File: config.mk
export PLATFORM = sky130hd
export DESIGN_NAME = pdp1_typewriter_pacer
export DESIGN_NICKNAME = d
export VERILOG_FILES = /design/src/rtl/pdp1_typewriter_pacer.sv
export SDC_FILE = /design/constraint.sdc
export NUM_CORES = 1
export LEC_CHECK = 0
export CORE_MARGIN = 5
export CORE_UTILIZATION = 39
export DETAILED_ROUTE_END_ITERATION = 12
export PLACE_DENSITY = 0.61
export SLEW_MARGIN = 15
export SYNTH_ARGS = -nofsm -noshare
export SYNTH_HDL_FRONTEND = slang
export SYNTH_SLANG_ARGS = --single-unit
export TNS_END_PERCENT = 50
File: constraint.sdc
create_clock -name clk -period 2.6 [get_ports clk]
set_input_delay 0.78 -clock clk [delete_from_list [all_inputs] [get_ports clk]]
set_output_delay 0.78 -clock clk [all_outputs]
set_load 0.02 [all_outputs]
File: src/rtl/pdp1_typewriter_pacer.sv
// rtl/pdp1_typewriter_pacer.sv - FIODEC character FIFO and typewriter-speed strobe pacer
// Build option: define TW_FAST_SHIFT_EN to end case-shift (072/074) periods right after the strobe.

module pdp1_typewriter_fifo #(
  parameter int AW = 4
) (
  input  logic          clk,
  input  logic          rst_n,
  input  logic          flush,
  input  logic          push,
  input  logic [5:0]    push_tdata,
  input  logic          pop,
  output logic [5:0]    pop_tdata,
  output logic [AW:0]   count
);
  logic [5:0]    mem [2**AW];
  logic [AW-1:0] wr_ptr;
  logic [AW-1:0] rd_ptr;

  // An empty FIFO hands a same-cycle push straight through to the reader.
  assign pop_tdata = (count == '0) ? push_tdata : mem[rd_ptr];

  always_ff @(posedge clk) begin
    if (push) mem[wr_ptr] <= push_tdata;
  end

  always_ff @(posedge clk or negedge rst_n) begin
    if (!rst_n) begin
      wr_ptr <= '0;
      rd_ptr <= '0;
      count  <= '0;
    end else if (flush) begin
      wr_ptr <= '0;
      rd_ptr <= '0;
      count  <= '0;
    end else begin
      if (push) wr_ptr <= wr_ptr + 1'b1;
      if (pop)  rd_ptr <= rd_ptr + 1'b1;
      case ({push, pop})
        2'b10:   count <= count + 1'b1;
        2'b01:   count <= count - 1'b1;
        default: count <= count;
      endcase
    end
  end
endmodule

module pdp1_typewriter_pacer #(
  parameter int FIFO_AW     = 4,
  parameter int CHAR_PERIOD = 5000000,
  parameter int STROBE_LEN  = 8
) (
  input  logic               clk,
  input  logic               rst_n,
  input  logic [5:0]         pdp_char_in,
  input  logic               pdp_char_valid,
  output logic               pdp_char_ready,
  input  logic               flush,
  output logic [6:0]         tw_char_out,
  output logic               tw_strobe,
  output logic               tw_busy,
  output logic               tw_done,
  output logic               overflow,
  output logic [FIFO_AW:0]   fifo_count
);
  localparam logic [1:0] S_IDLE   = 2'd0;
  localparam logic [1:0] S_LOAD   = 2'd1;
  localparam logic [1:0] S_STROBE = 2'd2;
  localparam logic [1:0] S_PACE   = 2'd3;

  localparam logic [31:0] PERIOD_LAST = 32'(CHAR_PERIOD - 1);
  localparam logic [31:0] STROBE_LAST = 32'(STROBE_LEN);

  logic [1:0]  state;
  logic [31:0] pcnt;
  logic [31:0] last_cnt;
  logic [5:0]  head;
  logic        push_ok;
  logic        have_next;
  logic        period_end;
  logic        load_go;

  assign pdp_char_ready = ~fifo_count[FIFO_AW];
  assign push_ok        = pdp_char_valid & pdp_char_ready & ~flush;

`ifdef TW_FAST_SHIFT_EN
  localparam logic [31:0] SHIFT_LAST = 32'(STROBE_LEN + 1);
  logic shift_code;

  // A case shift moves no carriage, so its period ends just after the strobe.
  always_ff @(posedge clk or negedge rst_n) begin
    if (!rst_n)       shift_code <= 1'b0;
    else if (load_go) shift_code <= (head == 6'o72) || (head == 6'o74);
  end

  assign last_cnt = shift_code ? SHIFT_LAST : PERIOD_LAST;
`else
  assign last_cnt = PERIOD_LAST;
`endif

  assign period_end = (state == S_PACE) && (pcnt == last_cnt);
  assign have_next  = ~flush & ((fifo_count != '0) | push_ok);
  assign load_go    = ((state == S_IDLE) && (fifo_count != '0) && !flush) ||
                      (period_end && have_next);

  pdp1_typewriter_fifo #(.AW(FIFO_AW)) u_fifo (
    .clk        (clk),
    .rst_n      (rst_n),
    .flush      (flush),
    .push       (push_ok),
    .push_tdata (pdp_char_in),
    .pop        (load_go),
    .pop_tdata  (head),
    .count      (fifo_count)
  );

  // pcnt is zero in the LOAD cycle, so strobe rises land exactly one period apart.
  always_ff @(posedge clk or negedge rst_n) begin
    if (!rst_n) begin
      state       <= S_IDLE;
      pcnt        <= '0;
      tw_char_out <= '0;
    end else begin
      if (load_go) begin
        pcnt        <= '0;
        tw_char_out <= {1'b0, head};
      end else if (state != S_IDLE) begin
        pcnt <= pcnt + 32'd1;
      end
      case (state)
        S_IDLE:   if (load_go) state <= S_LOAD;
        S_LOAD:   state <= S_STROBE;
        S_STROBE: if (pcnt == STROBE_LAST) state <= S_PACE;
        S_PACE:   if (period_end) state <= load_go ? S_LOAD : S_IDLE;
        default:  state <= S_IDLE;
      endcase
    end
  end

  always_ff @(posedge clk or negedge rst_n) begin
    if (!rst_n)                                    overflow <= 1'b0;
    else if (flush)                                overflow <= 1'b0;
    else if (pdp_char_valid && !pdp_char_ready)    overflow <= 1'b1;
  end

  assign tw_strobe = (state == S_STROBE);
  assign tw_done   = period_end;
  assign tw_busy   = (state != S_IDLE) || (fifo_count != '0);
endmodule

# Word level (Yosys, flattened, before mapping)
# Memories as Yosys holds them, arrays and structs flattened.
# Index checks and enable logic that the tools add are counted.
[classes] muxes=18 bitwise=6 n_eq_ne=10 reduce_logical=18 add_sub_neg=5
[op_table] cell="2-to-1 mux 32 bit" n=2
[op_table] cell="adder 32 x 1 -> 32 bit (second input constant)" n=1
[op_table] cell="equality test 32 x 23 -> 1 bit (second input constant)" n=1
[op_table] cell="equality test 32 x 4 -> 1 bit (second input constant)" n=1
[op_table] cell="2-to-1 mux 4 bit" n=4
[op_table] cell="case mux 5 bit (2 select lines)" n=1
[op_table] cell="nonzero test 2 bit" n=5
[op_table] cell="adder 4 x 1 -> 4 bit (second input constant)" n=2
[op_table] cell="case mux 2 bit (4 select lines)" n=1
[op_table] cell="equality test 2 bit (second input constant)" n=3
[op_table] cell="2-to-1 mux 2 bit" n=3
[op_table] cell="2-to-1 mux 6 bit" n=1
[op_table] cell="adder 5 x 1 -> 5 bit (second input constant)" n=1
[op_table] cell="logical AND 1 bit" n=5
[op_table] cell="zero test 5 bit" n=1
[op_table] cell="2-to-1 mux 1 bit" n=5
[op_table] cell="2-to-1 mux 5 bit" n=1
[op_table] cell="nonzero test 5 bit" n=1
[op_table] cell="subtractor 5 x 1 -> 5 bit (second input constant)" n=1
[op_table] cell="equality test 2 x 1 -> 1 bit (second input constant)" n=2
[op_table] cell="inequality test 2 bit (second input constant)" n=2
[op_table] cell="AND 1 bit" n=3
[op_table] cell="AND reduction 3 bit" n=1
[op_table] cell="nonzero test 3 bit" n=1
[op_table] cell="other kinds (6)" n=8
[totals] mem_bits_rw=96 n_memories=1 ff_bits=54 out_inout_bits=17
[mem_list] memory="u_fifo.mem" depth=16 width=6 read_ports=1 rd_clocked_by_memory_dff=0 write_ports=1 line_no="16" rtl="logic [5:0] mem [2**AW];"

# Depth between registers and ports, before layout
# Gate-level depths: netlist of run 1.
[logic_depth] word_depth=10 mapped_depth=13

# Cells and area by module
# Synthesis of run 1 repeated with hierarchy kept, for this count alone.
[unflattened] cells_unflattened=502 area_unflattened_um2=7005.5
[modules_own_cells] mod="pdp1_typewriter_fifo" cells_per_inst=256 seq_area_each_um2=3208.1 area_each_um2=4576.9 instances=1
[modules_own_cells] mod="pdp1_typewriter_pacer" cells_per_inst=246 seq_area_each_um2=1026.0 area_each_um2=2428.6 instances=1

# Least setup slack after synthesis of run 1
# OpenSTA, ideal clock, no wires.
[synth_path] path_kind="register to register" start="register pcnt[17]" end="register u_fifo.count[4]" setup_slack_ns=-0.201 synth_period_minus_slack_ns=2.801 arrival_time_ns=2.675 required_time_ns=2.473 setup_time_ns=0.127 path_stages_with_launch=13 cell_sequence="dfrtp_1 or4_4 nor4_4 a32oi_4 nor4_4 xor2_1 ha_1 a21oi_1 nor2_1 nor2_1 mux2i_1 a21oi_1 o21ai_0"
[synth_between] elab_chain_cells=7 elab_cells_between_ends=9 cone_classes="3 x eq/ne; 2 x mux; 4 x reduce/logical"
[synth_rtl] element="from (decl)" line_no="75" rtl="logic [31:0] pcnt;"
[synth_rtl] element="from (signal assigned)" line_no="128" rtl="pcnt <= pcnt + 32'd1;"
[synth_rtl] element="equality test 32 x 23 -> 1 bit *" line_no="101" rtl="assign period_end = (state == S_PACE) && (pcnt == last_cnt);"
[synth_rtl] element="logical AND 1 bit *" line_no="101"
[synth_rtl] element="logical AND 1 bit *" line_no="104" rtl="(period_end && have_next);"
[synth_rtl] element="logical OR 1 bit *" line_no="103" rtl="assign load_go = ((state == S_IDLE) && (fifo_count != '0) && !flush) ||"
[synth_rtl] element="equality test 2 x 1 -> 1 bit / equality test 2 bit (equally long branches)" line_no="39" rtl="case ({push, pop})"
[synth_rtl] element="case mux 5 bit (2 select lines)" line_no="39"
[synth_rtl] element="2-to-1 mux 5 bit" line_no="32" rtl="end else if (flush) begin"
[synth_rtl] element="to (signal assigned)" line_no="40" rtl="2'b10: count <= count + 1'b1;"
[synth_rtl] element="to (signal assigned)" line_no="41" rtl="2'b01: count <= count - 1'b1;"
[synth_rtl] element="to (signal assigned)" line_no="42" rtl="default: count <= count;"
[synth_rtl] element="to (decl)" line_no="14" rtl="output logic [AW:0] count"
# Every way passes the cells marked *; elsewhere a longest branch is shown, timed or not.
# A chain may end at the register's enable or synchronous reset.

# Worst setup path after layout of run 1
[layout_path] start="register pcnt[15]" end="output port tw_done"
[layout_between] elab_chain_cells=2
[layout_rtl] element="equality test 32 x 23 -> 1 bit" line_no="101"
[layout_rtl] element="logical AND 1 bit" line_no="101"
[layout_rtl] element="to (decl)" line_no="62" rtl="output logic tw_done,"
# No other way between the ends.

==> results of run 1 <==
[power by group]
group          switching [mW]  total (mW)  internal, mW
Clock                    1.07        2.43          1.37
Sequential              0.116        2.82          2.70
Combinational           0.480       0.876         0.396
Total                    1.66        6.13          4.47
[cell usage after synthesis, types with 3 or more instances]
cell type	instances	area share, %
dfrtp_1	54	20
o21ai_0	14	1.0
nor2_1	61	3.4
nor2b_1	3	0.27
nor4_1	6	0.55
and2_1	17	1.6
a31oi_1	9	0.82
nand3_1	13	0.95
edfxtp_1	96	42
or4_1	4	0.44
nand4_1	12	1.1
mux2i_1	3	0.44
a21oi_1	8	0.59
nor4b_1	3	0.38
xnor2_1	16	2.1
ha_1	13	2.4
and3_1	8	0.73
and4_1	4	0.51
clkbuf_1	13	0.71
or3_1	3	0.27
nand2_1	33	1.8
nor4_4	3	0.93
buf_2	6	0.44
inv_1	9	0.49
mux4_2	30	9.9
xor2_1	23	2.9
[metal layers]
metal	global-route usage (%)	share of wire (%)	vias to the layer above	wire length [microns]
li1	-	-	2027	-
met4	4.202	0.87	0	130
met2	27.90	54	113	8040
met1	19.10	41	2185	6052
met5	0	0	-	0
met3	3.663	4.3	14	645
[kinds of logic (layout without fill, tap and decap cells)]
group / Yosys count / count (layout) / synth area share, %
flip-flops: 150 / 150 / 62.00
other: 1 / 1 / 0.05491
AND/OR/NAND/NOR: 183 / 183 / 14.62
XOR/XNOR: 39 / 39 / 5.002
adder cells (fa/ha/maj): 13 / 13 / 2.382
multiplexers: 34 / 34 / 10.50
AO/OA/AOI/OAI: 38 / 38 / 3.518
buffers and inverters: 31 / 147 / 1.924
[placed cells by master (no fill, tap or decap), drive strengths merged, types with 2 or more instances in the layout]
cell / Yosys / routed
and3: 8 / 8
and2: 17 / 17
nand4: 12 / 12
nand2b: 2 / 2
xor2: 23 / 23
clkbuf: 13 / 19
nor4: 11 / 11
or4: 5 / 5
dfrtp: 54 / 54
a31oi: 9 / 9
nand2: 33 / 33
buf: 9 / 83
a21oi: 8 / 8
clkdlybuf4s50: 0 / 21
nand3: 13 / 13
nor2b: 3 / 3
nor3: 4 / 4
nor4b: 3 / 3
nor3b: 2 / 2
nor2: 62 / 62
mux4: 30 / 30
mux2i: 3 / 3
a32oi: 2 / 2
and4: 4 / 4
or3: 3 / 3
xnor2: 16 / 16
clkinv: 0 / 4
o21ai: 15 / 15
ha: 13 / 13
inv: 9 / 17
edfxtp: 96 / 96
[worst reg2reg max path, cell delays in order (launching register included)]
cell and delay (ns):
dfrtp_1 0.40, or4_4 0.58, nor4_4 0.42, a32oi_4 0.19, nor4_4 0.27, xor2_1 0.13, ha_2 0.22, a21oi_2 0.10
nor2_1 0.04, nor2_1 0.15, mux2i_1 0.11, a21oi_1 0.14, o21ai_1 0.09
[flip-flops by register name, summed over array words and instances, names as in the netlist]
| register | cells |
|---|---|
| state | 2 |
| u_fifo.rd_ptr | 4 |
| tw_char_out | 6 |
| pcnt | 32 |
| u_fifo.mem | 96 |
| u_fifo.wr_ptr | 4 |
| overflow | 1 |
| u_fifo.count | 5 |
[layout make-up]
class / count / area [sq um]
clock buffers: 18 / 429.2
repair buffers: 106 / 1069
flip-flops and latches: 150 / 4234
multi-input cells: 308 / 2519
fillers: 1429 / 8511
inverters: 9 / 33.78
clock inverters: 14 / 160.2
well taps: 225 / 281.5
[worst max path at each step]
stage	start	end	slack [ns]	depth (start not counted)
final	pcnt[15]	tw_done	-0.36	5
after global routing	pcnt[15]	u_fifo.count[4]	-0.48	12
after CTS	pcnt[27]	u_fifo.count[4]	-0.37	12
after detailed placement	pcnt[24]	u_fifo.count[4]	-0.35	12
after global placement	pcnt[24]	u_fifo.count[4]	-0.26	12
after floorplan	pcnt[17]	u_fifo.count[4]	-0.20	12
[per-stage QoR]
step / power [mW] / instance area [sq um]
after global placement: 3.686 / 8064
after global routing: 6.413 / 8726
after detailed placement: 3.714 / 8064
after CTS: 6.166 / 8692
after floorplan: 3.300 / 6829
final: 6.129 / 8726
[repair_timing]
| item | in CTS | in global routing |
|---|---|---|
| buffers inserted | 0 | 2 |
| gates cloned | 0 | 0 |
| resized for setup | 17 | 7 |
| endpoints found under the setup margin | 5 | 9 |
| pin swaps | 11 | 10 |
==> out/results.ini, run 1 <==
[sta]
final.setup_skew_ns = 0.009188
fin_crit_ns = 2.960
slew_headroom_pct = 51.32
tightest_slew_ns = 0.7302
rsz0062_at_grt = true
min_period_over_period_pct = 113.9
fmax_mhz = 337.8
fin_ws_ns = -0.3601
fin_hold_ws_ns = 0.5050
fin_setup_tns_ns = -1.222
hold_viol_final = 0
setup_viol = 6
maxSlewViolCount = 0

[die]
core_sq_um = 17240
die_x_microns = 142.3
die_y_microns = 142.3
initial_core_util_pct = 39.62
pin_count = 27
dieArea_sq_um = 20260
rows = 48

[route]
dr.pass1.iters = 5
wirelength_microns = 14870
drtIter0Drc = 251
drcViolationCount = 0
wl_per_cell_microns = 17.91
routed_via_density = 5.228
drt.antenna.violating_nets = 0
dr_total_vias = 4339

[run]
maxCapViolCount = 0

[finish]
drive_above_1_share_pct = 27.27
diodes = 0
area_growth_syn_to_layout_pct = 27.78
instances_no_fill = 830
nets = 615
utilization_pct = 50.62

[outcome]
status = finished with violations
violations = negative setup slack

[global_routing]
grt_pass1_vias = 4538
gr-total-overflow = 0
track_usage_pct = 15.64
antenna_found_initial = 0
grt_max_degree = 55
grt_pass1_wl_microns = 24320

[synthesis]
ys_warn_count = 0
synth-edff-count = 96
avgSynthCellArea_sq_um = 13.97
synth_ff_type = edfxtp_1
synthesis.nets = 512
syn_area_sq_um = 6829
async_reset_ff_share_pct = 36.00
yosys_register_bits = 150
ys_types = 45
synthCells = 489
ys_seq_area_share_pct = 62.00

[clock_tree]
htreeDepth = 4
cts_tree = yes
numCtsBuffers = 17
clk-insertion-delay-late_ns = 0.42
clock-root-buffer = clkbuf_16
clkSinkCount = 150
hold_buffers = 0
cts_buffer_depth = 2
clk_pin_slew_ns = 0.06

[hold_path]
hp-class = in2async

[placement]
dpl.hpwl_microns = 10120
placed_cells = 796
gp_congestion = 0.8429
pre_cts_slack_ns = -0.3543
io_buffers = 25

[pwr]
power.leakage_nw = 3.196
peakVddDrop_mv = 0.5309
powerDensity_nw_per_um2 = 702.4

[setup_path]
crit_chain = or4_4, buf_4, nor4_4, and3_4, buf_6
crit_buf_inv = 2
path_max_fanout = 2
crit_type = reg2out
cp-end-kind = output port
r2r_start = pcnt[15]
r2r_end = u_fifo.count[4]
rr_worst_depth = 12
worstPathRequired_ns = 1.82
reg2reg_setup_slack_ns = -0.35
crit_family = simple AND/OR/NAND/NOR gates
arrival_ns = 2.18
cp_slowest_stage_delay_ns = 0.58
crit_path_start_kind = flop
slowest_stage = or4_4

Power figures use the tool's default switching activity.
==> run 2, diff against run 1 <==
Settings changed: ABC_AREA set to 1.
==> run 2 against run 1 <==
Effect of this change: the run now ends clean; area after synthesis rose by 3.9%; sequential power shrank 8.9%; wire length up 13%; sequential cell count unchanged; register-to-register slack gained 0.61 ns; final area fell by 0.83%; critical endpoint is now tw_strobe; largest cell class unchanged.
==> out/results.ini, run 2 <==
[setup_path]
cp_slowest_stage_delay_ns = 0.61
crit_path_start_kind = flop
cp-end-kind = output port
arrival_ns = 1.75
slowest_stage = clkdlybuf4s50_1
crit_chain = inv_1, ha_1, clkdlybuf4s50_1
path_max_fanout = 4
crit_type = reg2out
worstPathRequired_ns = 1.82

[run]
maxCapViolCount = 0

[die]
rows = 49
initial_core_util_pct = 39.49
die_x_microns = 144.9
pin_count = 27
die_y_microns = 144.9
core_sq_um = 17960
dieArea_sq_um = 20980

[synthesis]
yosys-top-cells-count = nor2_1, edfxtp_1, nand2_1
ys_warn_count = 0
ys_types = 46
synth.area.top_cells = edfxtp_1, dfrtp_1, nor2_1, nand2_1, o21ai_0
synth_ff_type = edfxtp_1
ys_seq_area_share_pct = 59.69
yosys_register_bits = 150
avgSynthCellArea_sq_um = 10.03
synth-edff-count = 96
synth_top_area_cell = edfxtp_1
async_reset_ff_share_pct = 36.00
syn_area_sq_um = 7093
synthCells = 707
synthesis.nets = 730
post-synth-top-count-cell = nor2_1
yosys.area.top_type_share_pct = 40.64

[clock_tree]
clkSinkCount = 150
clock-root-buffer = clkbuf_16
cts_tree = yes
clk_pin_slew_ns = 0.07
htreeDepth = 4
cts_buffer_depth = 2
clk-insertion-delay-late_ns = 0.43
numCtsBuffers = 17

[pwr]
powerDensity_nw_per_um2 = 594.6
power.leakage_nw = 3.434
peakVddDrop_mv = 0.4592

[finish]
drive_above_1_share_pct = 18.84
layout_commonest_cell = nor2_1
diodes = 0
num-fill-cells = 1621
largest_register_ffs = 96
top_regs = u_fifo.mem: 96 flops, pcnt: 32 flops, tw_char_out: 6 flops
nets = 817
area_growth_syn_to_layout_pct = 22.00
layout_common_cells = nor2_1, edfxtp_1, nand2_1, buf_4, o21ai_0
largest_register = u_fifo.mem
design_area_sq_um = 8653

[global_routing]
grt_pass1_vias = 5279
grt_max_degree = 55
antenna_found_initial = 0
grt_pass1_wl_microns = 27490
gr-total-overflow = 0
track_usage_pct = 16.97

[sta]
fin_setup_tns_ns = 0
fmax_mhz = 394.6
slew_headroom_pct = 54.38
tightest_slew_ns = 0.6821
maxSlewViolCount = 0
final.setup_skew_ns = 0.01017
min_period_over_period_pct = 97.47
hold_viol_final = 0
setup_viol = 0
rsz0062_at_grt = true
fin_crit_ns = 2.534

[route]
dr_total_vias = 5337
routed_via_density = 5.152
drcViolationCount = 0
wl_per_cell_microns = 16.20
wirelength_microns = 16790
dr.pass1.iters = 5
drtIter0Drc = 329
drt.antenna.violating_nets = 0

[placement]
place_area_sq_um = 8023
gp_congestion = 0.8937
io_buffers = 25
dpl.hpwl_microns = 11490

[hold_path]
hp-class = in2async

[outcome]
status = finished, final reports clean

run 2: changes by cell type in the layout (fill, tap and decap cells not counted), moves of 16 or more:
cell / delta
a21oi_1: +22
and2_1: -16
inv_1: +42
mux4_2: -30
nand2_1: +54
nor2_1: +59
nor3_1: +18
o21ai_0: +44
run 2: final cells by class:
class | instances | area, sq um | share of cell area, %
flip-flops and latches | 150 | 4234 | 48.93
multi-input cells | 467 | 2526 | 29.19
repair buffers | 92 | 782.0 | 9.037
clock buffers | 17 | 425.4 | 4.916
well taps | 229 | 286.5 | 3.311
inverters | 66 | 249.0 | 2.877
clock inverters | 15 | 150.1 | 1.735
run 2: cell families (layout without fill, tap and decap cells):
logic type,count (synthesis),in the layout,share of synthesized area (%)
adder cells (fa/ha/maj),13,13,2.293
buffers and inverters,90,190,4.992
AO/OA/AOI/OAI,139,139,11.29
flip-flops,150,150,59.69
AND/OR/NAND/NOR,295,295,19.17
multiplexers,9,9,1.270
XOR/XNOR,10,10,1.235
other,1,1,0.05287
run 2: power breakdown:
group / total (mW) / switching (mW) / internal (mW) / leakage, nW
clock network: 2.37 / 1.09 / 1.28 / 0.288
logic: 0.203 / 0.135 / 0.0674 / 1.63
registers: 2.57 / 0.0112 / 2.56 / 1.52
run 2: path summary, 6_finish.rpt:
path / start / endpoint / slack (ns) / cells after the start
worst max-delay path: state[0] / tw_strobe / 0.07 / 3
worst min-delay path: rst_n / pcnt[16] / 0.33 / 2
worst max register to register: pcnt[26] / u_fifo.count[4] / 0.26 / 21
worst min register to register: overflow / overflow / 0.50 / 2
max in group asynchronous: rst_n / pcnt[1] / 1.98 / 2
min in group clk: overflow / overflow / 0.50 / 2
run 2: per-layer routing:
layer	track usage [%]	vias to the layer above	routed length (microns)
li1	-	2621	-
met4	5.793	0	305
met1	23.14	2553	7534
met3	3.418	21	774
met5	0	-	0
met2	27.18	142	8172
run 2: metrics by stage:
step	std cells	worst slack [ns]	utilization (%)	hold slack [ns]	total power, mW
2_1_floorplan	707	0.2000	-	0.4533	2.699
3_5_place_dp	999	-0.1232	44.66	0.4874	2.824
3_3_place_gp	999	-0.07712	44.66	0.4739	2.818
5_1_grt	1036	-0.003074	48.17	0.3610	5.330
6_report	1036	0.06573	48.17	0.3276	5.146
4_1_cts	1031	-0.02053	47.87	0.3464	5.199
run 2: critical path, delay by kind of cell (launching register included):
family	cells	cell delay [ns]
buf+inv	2	0.74
fa+ha+maj	1	0.20
flops	1	0.39
run 2: timing repair:
| action | in CTS | in global routing |
|---|---|---|
| resized for setup | 4 | 10 |
| buffers inserted | 0 | 5 |
| hold endpoints to repair | 0 | 0 |
| pin swaps | 0 | 2 |
| hold buffers | 0 | 0 |
| setup endpoints to repair | 2 | 2 |
